--- config.mk ---
export PLATFORM = sky130hd
export DESIGN_NAME = mfcc_frame_ctrl
export DESIGN_NICKNAME = d
export VERILOG_FILES = /design/src/rtl/mfcc_frame_pkg.sv /design/src/rtl/mfcc_skid_buf.sv /design/src/rtl/mfcc_frame_ctrl.sv
export SDC_FILE = /design/constraint.sdc
export NUM_CORES = 1
export LEC_CHECK = 0
export CAP_MARGIN = 20
export CELL_PAD_IN_SITES_DETAIL_PLACEMENT = 2
export CELL_PAD_IN_SITES_GLOBAL_PLACEMENT = 2
export CORE_ASPECT_RATIO = 2
export CORE_MARGIN = 4
export CORE_UTILIZATION = 26
export CTS_BUF_LIST = sky130_fd_sc_hd__clkbuf_4 sky130_fd_sc_hd__clkbuf_8 sky130_fd_sc_hd__clkbuf_16
export DETAILED_ROUTE_END_ITERATION = 6
export PLACE_DENSITY_LB_ADDON = 0.1
export REMOVE_ABC_BUFFERS = 1
export SLEW_MARGIN = 20
export SYNTH_ARGS = -nofsm -noshare
export SYNTH_HDL_FRONTEND = slang
export SYNTH_SLANG_ARGS = --single-unit
--- constraint.sdc ---
create_clock -name clk -period 4 [get_ports clk]
set_clock_uncertainty 0.15 [all_clocks]
set_input_delay 0.6 -clock clk [delete_from_list [all_inputs] [get_ports clk]]
set_output_delay 0.6 -clock clk [all_outputs]
set_load 0.1 [all_outputs]
--- src/rtl/mfcc_frame_pkg.sv ---
// Shared types and helpers for the MFCC framing controller.
package mfcc_frame_pkg;

   typedef enum logic [1:0] {
      S_FILL  = 2'd0,
      S_READ  = 2'd1,
      S_DRAIN = 2'd2
   } state_t;

   // Circular-buffer pointer add; wraps by compare so size need not be a power of two.
   // Assumes ptr < size and inc <= size.
   function automatic logic [31:0] wrap_add(input logic [31:0] ptr,
                                            input logic [31:0] inc,
                                            input logic [31:0] size);
      logic [32:0] sum;
      sum = {1'b0, ptr} + {1'b0, inc};
      if (sum >= {1'b0, size}) sum = sum - {1'b0, size};
      return sum[31:0];
   endfunction

endpackage

--- src/rtl/mfcc_skid_buf.sv ---
// Two-entry output buffer for frame read-back; occupancy feeds read-issue gating.
module mfcc_skid_buf #(
   parameter int W = 33
) (
   input  logic         clk,
   input  logic         rst,
   input  logic         clr,
   input  logic         push,
   input  logic [W-1:0] push_data,
   input  logic         pop,
   output logic [W-1:0] head,
   output logic         valid,
   output logic [1:0]   occ
);

   logic [W-1:0] d0;
   logic [W-1:0] d1;
   logic         pop_en;

   assign pop_en = pop && (occ != 2'd0);
   assign head   = d0;
   assign valid  = (occ != 2'd0);

   // d0 is always the head; d1 only holds data while two entries are occupied.
   always_ff @(posedge clk or posedge rst) begin
      if (rst) begin
         d0  <= '0;
         d1  <= '0;
         occ <= 2'd0;
      end else if (clr) begin
         d0  <= '0;
         d1  <= '0;
         occ <= 2'd0;
      end else if (push && pop_en) begin
         if (occ == 2'd1) begin
            d0 <= push_data;
         end else begin
            d0 <= d1;
            d1 <= push_data;
         end
      end else if (push) begin
         if (occ == 2'd0) d0 <= push_data;
         else             d1 <= push_data;
         occ <= occ + 2'd1;
      end else if (pop_en) begin
         d0  <= d1;
         occ <= occ - 2'd1;
      end
   end

endmodule

--- src/rtl/mfcc_frame_ctrl.sv ---
// MFCC framing controller: circular-buffer writer and overlapped frame reader
// on a single-port sample memory.
// Optional build macro MFCC_PREEMPH_EN: pre-emphasis (alpha = 31/32) on write data.
//
// state   | meaning
// S_FILL  | accepting samples until 'need' more have been written
// S_READ  | issuing FRAME_LEN reads from base, throttled by skid space
// S_DRAIN | waiting for the last sample to leave the skid buffer
import mfcc_frame_pkg::*;

module mfcc_frame_ctrl #(
   parameter int DATA_WIDTH = 32,
   parameter int ADDR_WIDTH = 12,
   parameter int SIZE       = 4096,
   parameter int FRAME_LEN  = 400,
   parameter int HOP_LEN    = 160
) (
   input  logic                  clk,
   input  logic                  rst,
   input  logic                  clr,
   input  logic                  in_valid,
   output logic                  in_ready,
   input  logic [DATA_WIDTH-1:0] in_data,
   output logic                  out_valid,
   input  logic                  out_ready,
   output logic [DATA_WIDTH-1:0] out_data,
   output logic                  out_last,
   output logic [15:0]           frame_cnt,
   output logic                  mem_cen,
   output logic                  mem_wen,
   output logic [ADDR_WIDTH-1:0] mem_addr,
   output logic [DATA_WIDTH-1:0] mem_data,
   input  logic [DATA_WIDTH-1:0] mem_q
);

   localparam int CW = $clog2(FRAME_LEN + 1);

   state_t                state;
   logic [ADDR_WIDTH-1:0] wr_ptr;
   logic [ADDR_WIDTH-1:0] base;
   logic [CW-1:0]         need;
   logic [CW-1:0]         rd_idx;
   logic                  inflight;
   logic                  inflight_last;
   logic [15:0]           fc;

   logic                  wr_fire;
   logic                  rd_issue;
   logic                  rd_last;
   logic                  pop;
   logic [ADDR_WIDTH-1:0] rd_addr;
   logic [DATA_WIDTH-1:0] wdata;
   logic [1:0]            occ;
   logic                  skid_valid;
   logic [DATA_WIDTH:0]   skid_head;

   assign in_ready = !rst && !clr && (state == S_FILL) && (need != '0);
   assign wr_fire  = in_valid && in_ready;
   assign pop      = skid_valid && out_ready;
   assign rd_last  = (rd_idx == CW'(FRAME_LEN - 1));
   assign rd_addr  = ADDR_WIDTH'(wrap_add(32'(base), 32'(rd_idx), 32'(SIZE)));

   // Space check counts the entry leaving this cycle so an unstalled stream runs at one word per cycle.
   assign rd_issue = !clr && (state == S_READ) &&
                     ((3'(occ) + 3'(inflight) - 3'(pop)) < 3'd2);

   assign mem_cen  = wr_fire || rd_issue;
   assign mem_wen  = wr_fire;
   assign mem_addr = wr_fire ? wr_ptr : (rd_issue ? rd_addr : '0);
   assign mem_data = wr_fire ? wdata : '0;

   assign out_valid = skid_valid;
   assign out_data  = skid_head[DATA_WIDTH-1:0];
   assign out_last  = skid_head[DATA_WIDTH];
   assign frame_cnt = fc;

`ifdef MFCC_PREEMPH_EN
   localparam logic signed [DATA_WIDTH+1:0] SAT_MAX = {3'b000, {(DATA_WIDTH-1){1'b1}}};
   localparam logic signed [DATA_WIDTH+1:0] SAT_MIN = {3'b111, {(DATA_WIDTH-1){1'b0}}};

   logic [DATA_WIDTH-1:0]        x_prev;
   logic signed [DATA_WIDTH+1:0] y_ext;

   // Previous accepted sample; x[-1] is zero after reset or clear.
   always_ff @(posedge clk or posedge rst) begin
      if (rst)          x_prev <= '0;
      else if (clr)     x_prev <= '0;
      else if (wr_fire) x_prev <= in_data;
   end

   // y = x - x_prev + (x_prev >>> 5), saturated to the signed sample range.
   always_comb begin
      y_ext = {{2{in_data[DATA_WIDTH-1]}}, in_data}
            - {{2{x_prev[DATA_WIDTH-1]}}, x_prev}
            + {{7{x_prev[DATA_WIDTH-1]}}, x_prev[DATA_WIDTH-1:5]};
      if (y_ext > SAT_MAX)      wdata = SAT_MAX[DATA_WIDTH-1:0];
      else if (y_ext < SAT_MIN) wdata = SAT_MIN[DATA_WIDTH-1:0];
      else                      wdata = y_ext[DATA_WIDTH-1:0];
   end
`else
   assign wdata = in_data;
`endif

   mfcc_skid_buf #(.W(DATA_WIDTH + 1)) u_skid (
      .clk       (clk),
      .rst       (rst),
      .clr       (clr),
      .push      (inflight),
      .push_data ({inflight_last, mem_q}),
      .pop       (out_ready),
      .head      (skid_head),
      .valid     (skid_valid),
      .occ       (occ)
   );

   // Framing FSM: fill, read back, drain, then advance base by one hop.
   always_ff @(posedge clk or posedge rst) begin
      if (rst) begin
         state         <= S_FILL;
         wr_ptr        <= '0;
         base          <= '0;
         need          <= CW'(FRAME_LEN);
         rd_idx        <= '0;
         inflight      <= 1'b0;
         inflight_last <= 1'b0;
         fc            <= '0;
      end else if (clr) begin
         state         <= S_FILL;
         wr_ptr        <= '0;
         base          <= '0;
         need          <= CW'(FRAME_LEN);
         rd_idx        <= '0;
         inflight      <= 1'b0;
         inflight_last <= 1'b0;
         fc            <= '0;
      end else begin
         inflight      <= rd_issue;
         inflight_last <= rd_issue && rd_last;
         case (state)
            S_FILL: begin
               if (wr_fire) begin
                  wr_ptr <= ADDR_WIDTH'(wrap_add(32'(wr_ptr), 32'd1, 32'(SIZE)));
                  need   <= need - CW'(1);
                  if (need == CW'(1)) begin
                     state  <= S_READ;
                     rd_idx <= '0;
                  end
               end
            end
            S_READ: begin
               if (rd_issue) begin
                  rd_idx <= rd_idx + CW'(1);
                  if (rd_last) state <= S_DRAIN;
               end
            end
            S_DRAIN: begin
               if (!skid_valid && !inflight) begin
                  fc    <= fc + 16'd1;
                  base  <= ADDR_WIDTH'(wrap_add(32'(base), 32'(HOP_LEN), 32'(SIZE)));
                  need  <= CW'(HOP_LEN);
                  state <= S_FILL;
               end
            end
            default: state <= S_FILL;
         endcase
      end
   end

endmodule

# Word level (Yosys, flattened, before mapping)
# Index checks and enable logic that the tools add are counted.
[totals]
register_bits = 130
inputBits = 69
[classes]
add_sub_neg = 13
order_cmp = 4
n_eq_ne = 14
mux = 48
reduce_logical = 36
[op_table]
columns = ["cell", "count"]
rows = [
  ["33-bit two-way mux", 11],
  ["12-bit two-way mux", 11],
  ["9-bit two-way mux", 7],
  ["16-bit two-way mux", 3],
  ["13-bit >= comparator, second input constant", 3],
  ["9-bit one-hot mux with 2 select lines", 2],
  ["12-bit by 1-bit subtractor with 12-bit output, second input constant", 3],
  ["32-bit two-way mux", 1],
  ["2-bit two-way mux", 10],
  ["16-bit by 1-bit adder with 16-bit output, second input constant", 1],
  ["3-bit != test, second input constant", 5],
  ["12-bit by 1-bit adder with 13-bit output, second input constant", 1],
  ["12-bit by 8-bit adder with 13-bit output, second input constant", 1],
  ["12-bit by 9-bit adder with 13-bit output", 1],
  ["3-bit nonzero test", 4],
  ["1-bit logical AND", 10],
  ["2-bit nonzero test", 5],
  ["9-bit by 1-bit adder with 9-bit output, second input constant", 1],
  ["9-bit by 1-bit equality test with 1-bit output, second input constant", 1],
  ["9-bit equality test, second input constant", 1],
  ["9-bit nonzero test", 1],
  ["9-bit by 1-bit subtractor with 9-bit output, second input constant", 1],
  ["2-bit AND reduction", 4],
  ["3-bit by 2-bit != test with 1-bit output, second input constant", 2],
  ["other kinds (18)", 25],
]

# Logic depth before layout (Yosys ltp)
[logic_depth]
word_depth = 8
mapped_depth = 13
mapped_depth_nobuf = 11

# Cells and area by module
# From an unflattened synthesis, not the netlist that was laid out.
[hier_totals]
cells_unflattened = 768
area_unflattened_um2 = 7448.4
[modules_own_cells]
columns = ["mod", "n_inst", "cells_each", "area_per_inst_um2"]
rows = [
  ["mfcc_skid_buf", 1, 357, 3896.2],
  ["mfcc_frame_ctrl", 1, 411, 3552.2],
]

# Worst setup path after synthesis
# Ideal clock, no wire load.
[synth_path]
path_type = "register to output"
from = "reg u_skid.occ[1]"
to = "out mem_addr[10]"
t_arrival_ns = 4.450
t_required_ns = 3.250
setup_slack_ns = -1.200
stages_incl_launch_ff = 12
n_path_buf = 2
cell_sequence = "dfrtp_1 inv_1 ha_1 nand2b_1 clkbuf_1 xnor2_1 nand2_1 fa_1 xnor2_1 nand3_1 clkbuf_1 o21ai_0"
[synth_between]
elab_chain_len = 7
elab_cells_between_ends = 8
cone_classes = "add/sub (2); order compare (1); mux (2); reduce/logical (3)"
[synth_lines]
columns = ["element", "line_no", "rtl"]
rows = [
  ["start: declaration", "mfcc_skid_buf.sv:13", "output logic [1:0] occ"],
  ["start signal: assignment", "mfcc_skid_buf.sv:44", "occ <= occ + 2'd1;"],
  ["start signal: assignment", "mfcc_skid_buf.sv:47", "occ <= occ - 2'd1;"],
  ["branches (longest 2 deep; another with 2-bit by 1-bit adder with 3-bit output)", "--", ""],
  ["3-bit by 1-bit subtractor with 3-bit output *", "mfcc_frame_ctrl.sv:65", "((3'(occ) + 3'(inflight) - 3'(pop)) < 3'd2);"],
  ["3-bit by 2-bit < comparator with 1-bit output *", "mfcc_frame_ctrl.sv:65", ""],
  ["1-bit logical AND *", "mfcc_frame_ctrl.sv:64", "assign rd_issue = !clr && (state == S_READ) &&"],
  ["12-bit two-way mux * (2 in a row)", "mfcc_frame_ctrl.sv:69", "assign mem_addr = wr_fire ? wr_ptr : (rd_issue ? rd_addr : '0);"],
  ["end: declaration", "mfcc_frame_ctrl.sv:31", "output logic [ADDR_WIDTH-1:0] mem_addr,"],
]
# Mark *: on every way between the ends.

# Worst setup path after layout
[layout_path]
from = "reg u_skid.occ[1]"
to = "out mem_addr[7]"
# Same word-level chain as after synthesis.

==> impl_results.md <==
* Status: complete, no violations
* P_leak at approximately 4.3 nW
* Simple-Gate Fraction of Synth Area at between 20% and 30%
* Cell family with most CP delay: adder cells
* Top Usage Layer GRT: met2
* Slowest cell on crit path: fa_1
* Core Util, Final at 39.03%
* Antenna violations before repair at 0
* Cell variety after synth at 56
* I/O Buffers at approximately 170
* Clock root buffer master: clkbuf_16
* Met3 Usage GRT at between 3 and 4%
* Initial Utilization at 26.28%
* Sink Count at 125
* Rel. slew slack at 31.32%
* I/O pins at ~170
* CTS max path bufs at 2
* Cell Rows at between 80 and 90
* Worst slew pin tran at ~1.0 ns
* Main combinational cell family by area after synthesis: simple AND/OR/NAND/NOR gates
* RSZ-0062 raised after global routing: false
* Post-route ant nets at 0
* Fin crit period at roughly 3.8 ns
* Total Power at around 3.6 mW
* Full die area at ~28000 sq um
* GRT overflow at 0
* TritonCTS clock tree: yes
* Core Area at 24930 sq um
* Max Cap Violations at 0
* Endpoints failing hold at 0
* Worst skew pair latency at between 0.4 and 0.5 ns
* Share of cells above drive strength 1 at roughly 14%
* Vias in the first global route at ~6900
* DIE WIDTH at 120.2 microns
* Predominant post-synthesis flop cell: dfrtp_1
* Syn Std Cell Area at roughly 6600 sq um
* XOR/XNOR share of the synthesized area at approximately 4.7%
* Crit path capture type: primary output
* H-tree levels at 4
* Setup violators final at 0
* Asr flop ratio synth at between 90% and 100%
* Met1 usage at between 10% and 20%
* DRT Wirelength at 24.34 mm
* Sequential-to-total area share from yosys stat at a little under half
* Hold Crit Class: reg2reg
* Worst Path Buf+Inv at 3
* Syn_area_per_cell at approximately 9.0 sq um
* Met2 usage at roughly 36%
* Place WS at -0.09656 ns
* Non-Filler Cell Area, Final at 9732 sq um
* Avg WL per Cell at between 15 and 20 microns
* EDFF count, synth at 0
* Power Dens Cells at approximately 370 nW/um^2
* Crit Path Class: reg2out
* Area share of fa/ha/maj cells after synthesis at under 10%
* Die height at about 230 microns
* Vias per cell at approximately 5
* Synth Instances at between 700 and 800
* TritonRoute pass-1 iters at 4
* CP most frequent cell: xnor2_2
* Area Growth Syn to Fin at 48.55%
* Max frequency at 0.2615 GHz
* CTS buffer count at 17
* First-pass GRT wire length at around 39 mm
* Largest net degree at the start of global routing at between 50 and 60
* Fin nets at 974
* Ys Warns at 0
* Flops & latches, synth at approximately 130
* Initial DRC count at 180
* Post-DP Area at a little over 9000 sq um
* Critical-path maximum fanout at 7
* Max Slew Vio Count at 0
* Data required, critical path at 3.25 ns
* Crit share post-route at 95.60%
* Post-synthesis mux area share at 5.386%
* Detailed-placement wirelength estimate at about 18 mm
* Crit-path max cell delay at 0.44 ns
* Antenna cell count at 0
* Fill cells at around 2700
* Startpoint Class: flop
* GRT Util Overall at 18.18%
* Cell Chain, Critical Path: inv_1 > ha_4 > nand2b_4 > xnor2_2 > nand2_1 > fa_1 > xnor2_2 > nand3_4 > buf_4 > o21ai_2 > buf_12
* GP Congestion at approximately 0.80
* Final WS setup at 0.1760 ns
* CTS clk-pin slew, worst paths at about 0.060 ns
* VDD IR max at 215.7 uV
* DRC at 0
* Compound-Gate Fraction of Synth Area at between 10% and 20%
* Vias at approximately 6000
* Hold WS at roughly 0.33 ns
* CP arrival at 3.07 ns
## metrics by stage
step	cells	TNS [ns]
2_1_floorplan	686	-19.74
3_3_place_gp	1207	0
3_5_place_dp	1207	-0.4089
4_1_cts	1238	0
5_1_grt	1238	0
6_report	1238	0
## flip-flops by register name, indices dropped and copies added (netlist names), 7 cells and up
signal / flops
u_skid.d1: 33
u_skid.head: 33
frame_cnt: 16
wr_ptr: 12
need: 9
rd_idx: 9
base: 7
## worst reg2reg max path, stage by stage, from the launching register on
cell and delay [ns]:
dfrtp_2 0.43, inv_1 0.11, ha_4 0.20, nand2b_4 0.16, xnor2_2 0.20, nand2_1 0.11, fa_1 0.44, xnor2_2 0.19
buf_4 0.15, a311oi_1 0.26, a21o_1 0.32, o21ai_0 0.15, o41ai_1 0.08
## cell type report
cell class	count	area (sq um)	share of cell area, %
Clock buffer	21	467.9	4.808
Clock inverter	10	116.4	1.196
Inverter	14	56.30	0.5786
Multi-Input combinational cell	547	3272	33.62
Sequential cell	125	3134	32.21
Tap cell	336	420.4	4.320
Timing Repair Buffer	185	2265	23.27
## kinds of logic after synthesis
family | Yosys count
AOI/OAI and AO/OA | 149
buffers and inverters | 58
adders and majority gates | 15
muxes | 35
xor gates and xnor gates | 35
and+or+nand+nor | 312
other | 1
DFF | 125
## report_power, final
group | switching [mW] | internal [mW] | leakage, nW
clock network | 0.595 | 0.957 | 0.274
registers | 0.0355 | 1.29 | 1.73
logic | 0.451 | 0.273 | 2.25
## routing by layer
metal  part of all wire (%)  up-vias
met3                    2.8       27
met4                    2.5        0
met5                      0        -
li1                       -     2829
met1                     36     3068
met2                     59      107
## placed cells by master (no fill, tap or decap), types with 5 or more instances in the layout
cell type        synthesis  final
a21oi_1                 45     45
and3_1                  38     38
buf_12                   0     47
buf_4                    0     21
clkbuf_16                0     17
clkdlybuf4s50_1          0    116
clkinvlp_4               0      5
dfrtp_1                122    120
ha_1                    14     13
inv_1                   13     12
mux2i_1                 33     33
nand2_1                152    152
nand3_1                 21     20
nand4_1                 11     11
nor2_1                  44     43
nor3_1                  13     13
o21ai_0                 73     68
o21ai_2                  1      5
or3_1                   10     10
xnor2_1                 17     15
xor2_1                  18     18
## repair_timing
item | 4_1_cts | 5_1_grt
pin swaps | 1 | 1
hold buffers | 0 | 0
gates resized for setup | 17 | 3
endpoints found under the setup margin | 13 | 13
setup buffers | 0 | 0
## synth_stat cells (all sizes together), types with 11 or more instances
cell type / count / share of area, %
nand2: 152 / 8.7
clkbuf: 32 / 1.8
ha: 14 / 2.7
xor2: 18 / 2.4
xnor2: 17 / 2.3
dfrtp: 122 / 47
nor3: 14 / 1.2
nand4: 11 / 1.1
o21ai: 74 / 5.7
mux2i: 33 / 5.0
nand3: 21 / 1.6
a21oi: 45 / 3.4
nor2: 44 / 2.5
inv: 13 / 0.74
or3: 11 / 1.1
buf: 12 / 0.88
and3: 38 / 3.6
## final timing paths
kind / from / to / slack, ns / depth (start not counted)
min reg2reg: u_skid.head[2]$_DFFE_PP0P_ / u_skid.head[2]$_DFFE_PP0P_ / 0.33 / 2
max reg2reg: u_skid.occ[1]$_DFFE_PP0P_ / rd_idx[8]$_DFFE_PP0P_ / 0.95 / 12
min in group asynchronous: rst / wr_ptr[6]$_DFFE_PP0P_ / 0.57 / 2
max: u_skid.occ[1]$_DFFE_PP0P_ / mem_addr[7] / 0.18 / 11
min: u_skid.head[2]$_DFFE_PP0P_ / u_skid.head[2]$_DFFE_PP0P_ / 0.33 / 2
max in group asynchronous: rst / u_skid.head[0]$_DFFE_PP0P_ / 2.18 / 3
Power figures use the tool's default switching activity.
